===== config.mk =====
export PLATFORM = sky130hd
export DESIGN_NAME = pc_fetch_unit_flat
export DESIGN_NICKNAME = d
export VERILOG_FILES = /design/src/rtl/pc_fetch_unit_pkg.sv /design/src/rtl/pc_fetch_unit_if.sv /design/src/rtl/pc_fetch_unit_branch_target_calc.sv /design/src/rtl/pc_fetch_unit.sv /design/src/flat_wrapper.sv
export SDC_FILE = /design/constraint.sdc
export NUM_CORES = 1
export LEC_CHECK = 0
export BUFFER_PORTS_ARGS = -buffer_cell sky130_fd_sc_hd__buf_2
export CAP_MARGIN = 10
export CORE_MARGIN = 1
export CORE_UTILIZATION = 55
export DETAILED_ROUTE_END_ITERATION = 16
export PLACE_DENSITY_LB_ADDON = 0.3
export SLEW_MARGIN = 15
export SYNTH_ARGS = -nofsm -noshare
export SYNTH_HDL_FRONTEND = slang
export SYNTH_HIERARCHICAL = 1
export SYNTH_SLANG_ARGS = --single-unit

===== constraint.sdc =====
create_clock -name clk -period 7.1 [get_ports clk]
set_input_delay 0.71 -clock clk [delete_from_list [all_inputs] [get_ports clk]]
set_output_delay 0.71 -clock clk [all_outputs]
set_load 0.02 [all_outputs]

===== src/rtl/pc_fetch_unit_pkg.sv =====
// rtl/pc_fetch_unit_pkg.sv - shared types and constants for the fetch stage
package pc_fetch_unit_pkg;

    typedef enum logic [1:0] {
        RUN   = 2'd0,
        HALT  = 2'd1,
        FAULT = 2'd2
    } fetch_state_t;

    localparam logic [31:0] RESET_PC_DEFAULT  = 32'h0000_0000;
    localparam logic [31:0] HALT_WORD_DEFAULT = 32'hFC00_0000;
    localparam logic [31:0] PC_STEP           = 32'd4;

    // B-immediate is a half-word offset: append the implicit zero and sign-extend 13 -> 32 bits
    function automatic logic [31:0] sext_b_offset(input logic [11:0] b_imm);
        return {{19{b_imm[11]}}, b_imm, 1'b0};
    endfunction

endpackage


===== src/rtl/pc_fetch_unit_if.sv =====
// rtl/pc_fetch_unit_if.sv - fetch stage bus between branch unit, instruction memory and decode
interface pc_fetch_unit_if;
    logic        stall;
    logic        branch_taken;
    logic [31:0] branch_pc;
    logic [11:0] b_imm;
    logic [31:0] instr;
    logic [31:0] pc;
    logic        ins_mem_rw;
    logic [31:0] if_instr;
    logic [31:0] if_pc;
    logic        if_valid;
    logic        halted;
    logic        fault;

    modport master (
        input  stall, branch_taken, branch_pc, b_imm, instr,
        output pc, ins_mem_rw, if_instr, if_pc, if_valid, halted, fault
    );

    modport slave (
        output stall, branch_taken, branch_pc, b_imm, instr,
        input  pc, ins_mem_rw, if_instr, if_pc, if_valid, halted, fault
    );
endinterface


===== src/rtl/pc_fetch_unit_branch_target_calc.sv =====
// rtl/pc_fetch_unit_branch_target_calc.sv - branch target adder and alignment check
module branch_target_calc
    import pc_fetch_unit_pkg::*;
(
    input  logic [31:0] i_branch_pc,
    input  logic [11:0] i_b_imm,
    output logic [31:0] o_target,
    output logic        o_misaligned
);

    // Wrapping 32-bit add; any set bit in [1:0] means the target is not word aligned
    always_comb begin
        o_target     = i_branch_pc + sext_b_offset(i_b_imm);
        o_misaligned = |o_target[1:0];
    end

endmodule


===== src/rtl/pc_fetch_unit.sv =====
// rtl/pc_fetch_unit.sv - program counter, IF/ID register and next-PC selection
module pc_fetch_unit
    import pc_fetch_unit_pkg::*;
#(
    parameter logic [31:0] RESET_PC  = RESET_PC_DEFAULT,
    parameter logic [31:0] HALT_WORD = HALT_WORD_DEFAULT
) (
    input  logic            clk,
    input  logic            reset,
    pc_fetch_unit_if.master bus
);

    fetch_state_t r_state;
    fetch_state_t w_state_nxt;
    logic [31:0]  r_pc;
    logic [31:0]  w_pc_nxt;
    logic [31:0]  r_if_instr;
    logic [31:0]  w_if_instr_nxt;
    logic [31:0]  r_if_pc;
    logic [31:0]  w_if_pc_nxt;
    logic         r_if_valid;
    logic         w_if_valid_nxt;
    logic [31:0]  w_target;
    logic         w_misaligned;

    branch_target_calc u_target (
        .i_branch_pc  (bus.branch_pc),
        .i_b_imm      (bus.b_imm),
        .o_target     (w_target),
        .o_misaligned (w_misaligned)
    );

    // Next-state selection: branch beats stall beats normal fetch; HALT/FAULT only drain if_valid
    always_comb begin
        w_state_nxt    = r_state;
        w_pc_nxt       = r_pc;
        w_if_instr_nxt = r_if_instr;
        w_if_pc_nxt    = r_if_pc;
        w_if_valid_nxt = r_if_valid;
        case (r_state)
            RUN: begin
                if (bus.branch_taken) begin
                    w_if_valid_nxt = 1'b0;
                    if (w_misaligned) begin
                        w_state_nxt = FAULT;
                    end else begin
                        w_pc_nxt = w_target;
                    end
                end else if (!bus.stall) begin
                    if (bus.instr == HALT_WORD) begin
                        w_state_nxt    = HALT;
                        w_if_valid_nxt = 1'b0;
                    end else begin
                        w_if_instr_nxt = bus.instr;
                        w_if_pc_nxt    = r_pc;
                        w_if_valid_nxt = 1'b1;
                        w_pc_nxt       = r_pc + PC_STEP;
                    end
                end
            end
            HALT, FAULT: begin
                w_if_valid_nxt = 1'b0;
            end
            default: begin
                w_state_nxt    = FAULT;
                w_if_valid_nxt = 1'b0;
            end
        endcase
    end

    // State, PC and IF/ID registers; reset overrides any redirect or stall
    always_ff @(posedge clk) begin
        if (reset) begin
            r_state    <= RUN;
            r_pc       <= RESET_PC;
            r_if_instr <= 32'h0;
            r_if_pc    <= 32'h0;
            r_if_valid <= 1'b0;
        end else begin
            r_state    <= w_state_nxt;
            r_pc       <= w_pc_nxt;
            r_if_instr <= w_if_instr_nxt;
            r_if_pc    <= w_if_pc_nxt;
            r_if_valid <= w_if_valid_nxt;
        end
    end

    // Status flags decode straight from the state so halted and fault can never overlap
    always_comb begin
        bus.pc         = r_pc;
        bus.if_instr   = r_if_instr;
        bus.if_pc      = r_if_pc;
        bus.if_valid   = r_if_valid;
        bus.ins_mem_rw = (r_state == RUN);
        bus.halted     = (r_state == HALT);
        bus.fault      = (r_state == FAULT);
    end

endmodule


===== src/flat_wrapper.sv =====
// flat-port wrapper written by rule: the top's interface ports become plain ports
module pc_fetch_unit_flat import pc_fetch_unit_pkg::*;
#(
    parameter logic [31:0] RESET_PC  = RESET_PC_DEFAULT,
    parameter logic [31:0] HALT_WORD = HALT_WORD_DEFAULT
)
  (clk, reset, bus_stall, bus_branch_taken, bus_branch_pc, bus_b_imm, bus_instr, bus_pc, bus_ins_mem_rw, bus_if_instr, bus_if_pc, bus_if_valid, bus_halted, bus_fault);
  pc_fetch_unit_if bus_i ();
  input  logic clk;
  input  logic reset;
  input wire logic [$bits(bus_i.stall)-1:0] bus_stall;
  input wire logic [$bits(bus_i.branch_taken)-1:0] bus_branch_taken;
  input wire logic [$bits(bus_i.branch_pc)-1:0] bus_branch_pc;
  input wire logic [$bits(bus_i.b_imm)-1:0] bus_b_imm;
  input wire logic [$bits(bus_i.instr)-1:0] bus_instr;
  output wire logic [$bits(bus_i.pc)-1:0] bus_pc;
  output wire logic [$bits(bus_i.ins_mem_rw)-1:0] bus_ins_mem_rw;
  output wire logic [$bits(bus_i.if_instr)-1:0] bus_if_instr;
  output wire logic [$bits(bus_i.if_pc)-1:0] bus_if_pc;
  output wire logic [$bits(bus_i.if_valid)-1:0] bus_if_valid;
  output wire logic [$bits(bus_i.halted)-1:0] bus_halted;
  output wire logic [$bits(bus_i.fault)-1:0] bus_fault;
  assign bus_i.stall = bus_stall;
  assign bus_i.branch_taken = bus_branch_taken;
  assign bus_i.branch_pc = bus_branch_pc;
  assign bus_i.b_imm = bus_b_imm;
  assign bus_i.instr = bus_instr;
  assign bus_pc = bus_i.pc;
  assign bus_ins_mem_rw = bus_i.ins_mem_rw;
  assign bus_if_instr = bus_i.if_instr;
  assign bus_if_pc = bus_i.if_pc;
  assign bus_if_valid = bus_i.if_valid;
  assign bus_halted = bus_i.halted;
  assign bus_fault = bus_i.fault;
  pc_fetch_unit #(.RESET_PC(RESET_PC), .HALT_WORD(HALT_WORD)) u_core (.clk(clk), .reset(reset), .bus(bus_i));
endmodule

# Word level (Yosys, flattened, before mapping)
# Cells that the tools add are included.
# op_classes
n_addsub	2
n_eq_ne	9
n_mux	10
bitwise_logic	5
n_reduce_logical	7
# op_table
op	n
32-bit two-way mux	4
32-bit by 3-bit adder with 32-bit output (second input constant)	1
32-bit adder	1
32-bit == test (second input constant)	1
4-bit AND reduction	3
2-bit two-way mux	4
3-bit by 2-bit inequality test with 1-bit output (second input constant)	2
1-bit inverter	5
2-bit inequality test (second input constant)	2
2-bit case mux with 2 select lines	1
2-bit OR reduction	2
3-bit inequality test (second input constant)	1
3-bit OR reduction	1
2-bit by 1-bit == test with 1-bit output (second input constant)	1
2-bit == test (second input constant)	1
2-bit logical NOT	1
2-bit by 1-bit inequality test with 1-bit output (second input constant)	1
1-bit two-way mux	1
# totals
regBits	99
inputBits	80
output_inout_bits	100

# Depth between registers and ports, before layout
# depth
word_depth	5
mapped_depth	11

# Modules after synthesis
# Netlist, hierarchy kept.
# by_module_without_submodules
module	instances	cells_per_inst	area_per_inst_um2	seq_area_each_um2
pc_fetch_unit	1	612	4613.2	1981.9
branch_target_calc	1	278	1881.8	0.0

# Worst setup path before layout
# OpenSTA, ideal clock, no wires.
# synth_timing
path_kind	input-to-reg
startpoint	input bus_branch_pc[1]
endpoint	register u_core.r_pc[11], in the netlist u_core/bus.pc[11]
arrival_ps	2820
slack_ps	4188
cell_stages	11
path_buffers	0
path_cell_list	ha_1 > fa_1 > a21o_2 > a31oi_2 > nor2_1 > o21a_1 > or4_1 > nand3_1 > and2_1 > o21ai_0 > o32ai_1
# synth_lines
item	line	rtl
start: declaration	flat_wrapper.sv:13	input wire logic [$bits(bus_i.branch_pc)-1:0] bus_branch_pc;
32-bit adder	pc_fetch_unit_branch_target_calc.sv:13	o_target = i_branch_pc + sext_b_offset(i_b_imm);
via u_core.w_target[11]	pc_fetch_unit.sv:23	logic [31:0] w_target;
32-bit two-way mux	pc_fetch_unit.sv:44	if (w_misaligned) begin
32-bit two-way mux	pc_fetch_unit.sv:42	if (bus.branch_taken) begin
end signal: assignment	pc_fetch_unit.sv:81	r_pc <= w_pc_nxt;
end: declaration	pc_fetch_unit.sv:15	logic [31:0] r_pc;
# The timed path passes the listed nets, and every way through them passes these cells. The select of a mux whose other input is x is not followed.
# A chain may end at the register's enable or synchronous reset.

# Worst setup path in the final report
# layout_timing
startpoint	input bus_instr[22]
endpoint	register u_core.r_pc[8], in the netlist u_core/bus.pc[8]
# layout_between
elab_chain_len	3
# layout_lines
item	line	rtl
start: declaration	flat_wrapper.sv:15	input wire logic [$bits(bus_i.instr)-1:0] bus_instr;
32-bit == test	pc_fetch_unit.sv:50	if (bus.instr == HALT_WORD) begin
2-bit inequality test (no source line)	--	
4-bit AND reduction (no source line)	--	
# Every way passes these cells.

==> flow_summary.ini <==
[synth]
synthCells = 890
netlist.area_leader.share_pct = 30.5
synth_nets = 1005
async_flop_share_pct = 0
avgSynthCellArea_um2 = 7.30
ys_top_cells_by_count = 195 x nand2_1, 123 x a21oi_1, 99 x dfxtp_1
ys.flop_type = dfxtp_1
synth_area_leaders = dfxtp_1 31%, nand2_1 11%, a21oi_1 9.5%
seq_area_frac_synth_pct = 30.5
ys_types = 82
synth.most_common_cell = nand2_1
ys_warn_count = 6
synth_area_um2 = 6490
synth-seq-cells = 99
post-synth-top-area-cell = dfxtp_1
synth_edf_count = 0

[cts]
post_cts_buffers = 0
cts_made_buffers = 9
cts_buffer_depth = 2
post_cts_resized = 0
cts_root_buf = clkbuf_16
cts.sinks = 99
cts_hold_buf = 0
htreeDepth = 3
clk_pin_slew_worst_paths_ps = 60
cts_tree = yes
clk-insertion-delay-late_ps = 340

[placed_design]
dpl.cell_count = 1152
globalplace.congestion = 0.929
dp_hpwl_um = 13000
dpl-instance-area_um2 = 7360
io_buffers = 179

[status]
status = finished, final reports clean

[cells_and_area]
antenna_cells = 0
drive_gt1_share_pct = 21.8
nNetsFinal = 1135
instances_no_fill = 1167
syn_to_final_growth_pct = 17.8
fin_area_um2 = 7650

[sta]
setup_viol = 0
fin_skew_ps = 7.17
tns_ps = 0
fmax_mhz = 309
hold_viol = 0
fin_crit_ps = 3240
fin_hold_ws_ps = 449
slew_viol_final = 0
grt_setup_unrepaired = no
finalCritPeriodShare_pct = 45.6
slew_headroom_pct = 32.4
tightest_slew_ps = 1010

[pwr]
power_density_nw_per_um2 = 192
peakVddDrop_v = 0.000166
cellLeakagePower_nw = 3.16

[routing]
ant_nets = 0
vias = 7151
drc_errors = 0
met3WireLength_um = 1440
wirelength_um = 18300
wl_per_cell_um = 15.7
dr.first_iter.drc_count = 1120
routed.top_layer = met4
via_per_inst = 6.13
dr_wl_met2_um = 8510
drt_pass1_iterations = 6
drt-met1-wl_um = 8040

[grt]
grt_pass1_wl_um = 29600
grt_remaining_overflow = 0
antenna_found_initial = 0
grt_pass1_vias = 6157
grt_max_degree = 94
grt_use_total_pct = 28.7

[critical_path]
startpoint_type = input port
end_kind = flip-flop
required_ps = 7330
cp.arrival_ps = 3460
cp_max_fo = 49
crit_type = input port to flip-flop

[run]
drv_cap = 0

[worst_hold_path]
hp-class = flip-flop to flip-flop

[floorplan]
dieHeight_um = 111
die_width_um = 111
coreArea_um2 = 11500
dieArea_um2 = 12200
initial_core_util_pct = 56.6
boundaryPins = 180
rows = 39
final cells by class:
cell class                 count  area (µm²)
multi-input combinational    710        4200
fill                        1042        3820
sequential                    99        1980
timing repair buffer         186         948
clock buffer                  12         267
tap                          143         179
inverter                      14        52.6
clock inverter                 3        21.3
critical path, cell delays in order:
cell	delay [ps]
buf_2	100
nor4b_1	410
nand4_1	330
o21ai_4	880
buf_4	590
a21oi_1	120
o221a_2	280
sequential cells by signal, indices dropped and copies added (netlist names):
signal	flops
u_core/r_state	2
u_core/bus.if_valid	1
u_core/bus.if_instr	32
u_core/bus.if_pc	32
u_core/bus.pc	32
placed cells by master (no fill, tap or decap), types with 6 or more instances in the layout:
cell type / netlist / routed
nand2_1: 195 / 195
buf_2: 3 / 179
a21oi_1: 123 / 123
dfxtp_1: 99 / 99
nor2_1: 48 / 48
ha_1: 34 / 34
o21ai_0: 28 / 28
nand3_1: 27 / 27
a31oi_1: 20 / 20
nor3_1: 18 / 18
nor4_1: 17 / 17
xnor2_1: 17 / 17
nand4_1: 16 / 16
o32ai_1: 15 / 15
inv_1: 13 / 13
clkbuf_16: 0 / 9
and3_1: 7 / 7
buf_4: 3 / 7
a21o_1: 7 / 7
xor2_1: 7 / 7
nor4b_1: 6 / 6
nand2b_1: 6 / 6
or4_1: 6 / 6
stage by stage:
stage               utilization [%]  setup WS (ps)  total power, mW
global route                   66.7           3750             1.54
global placement               64.2           3520             1.00
finish                         66.7           3860             1.47
detailed placement             64.2           3530             1.01
floorplan                         -           4190            0.890
CTS                            66.7           3880             1.47
cells by family (layout without fill, tap and decap cells):
family / Yosys count / in the layout / synth area share, %
compound gates: 264 / 264 / 25.7
buf+inv: 81 / 215 / 5.03
simple gates: 384 / 384 / 28.2
fa+ha+maj: 35 / 35 / 6.86
mux: 3 / 3 / 0.482
xor+xnor: 24 / 24 / 3.24
flops: 99 / 99 / 30.5
path summary, 6_finish.rpt:
kind / from / to / slack [ps] / cells after the start
setup / recovery: bus_instr[22] / u_core/bus.pc[8] / 3860 / 7
hold / removal: u_core/bus.if_pc[7] / u_core/bus.if_pc[7] / 450 / 2
setup reg to reg: u_core/r_state[0] / u_core/bus.pc[28] / 4440 / 8
hold reg to reg: u_core/bus.if_pc[7] / u_core/bus.if_pc[7] / 450 / 2
metal layers:
metal  GRT usage, %  vias to the layer above
li1               -                     3488
met1           39.4                     3261
met2           46.1                      369
met3           4.16                       33
met4           9.78                        0
met5              0                        -
power by group:
group	switching, mW	leakage [nW]	internal [mW]
Sequential	0.0305	0.804	0.580
Combinational	0.244	2.22	0.146
Clock	0.201	0.141	0.265
Note: power is estimated with default switching activity, not from simulation.
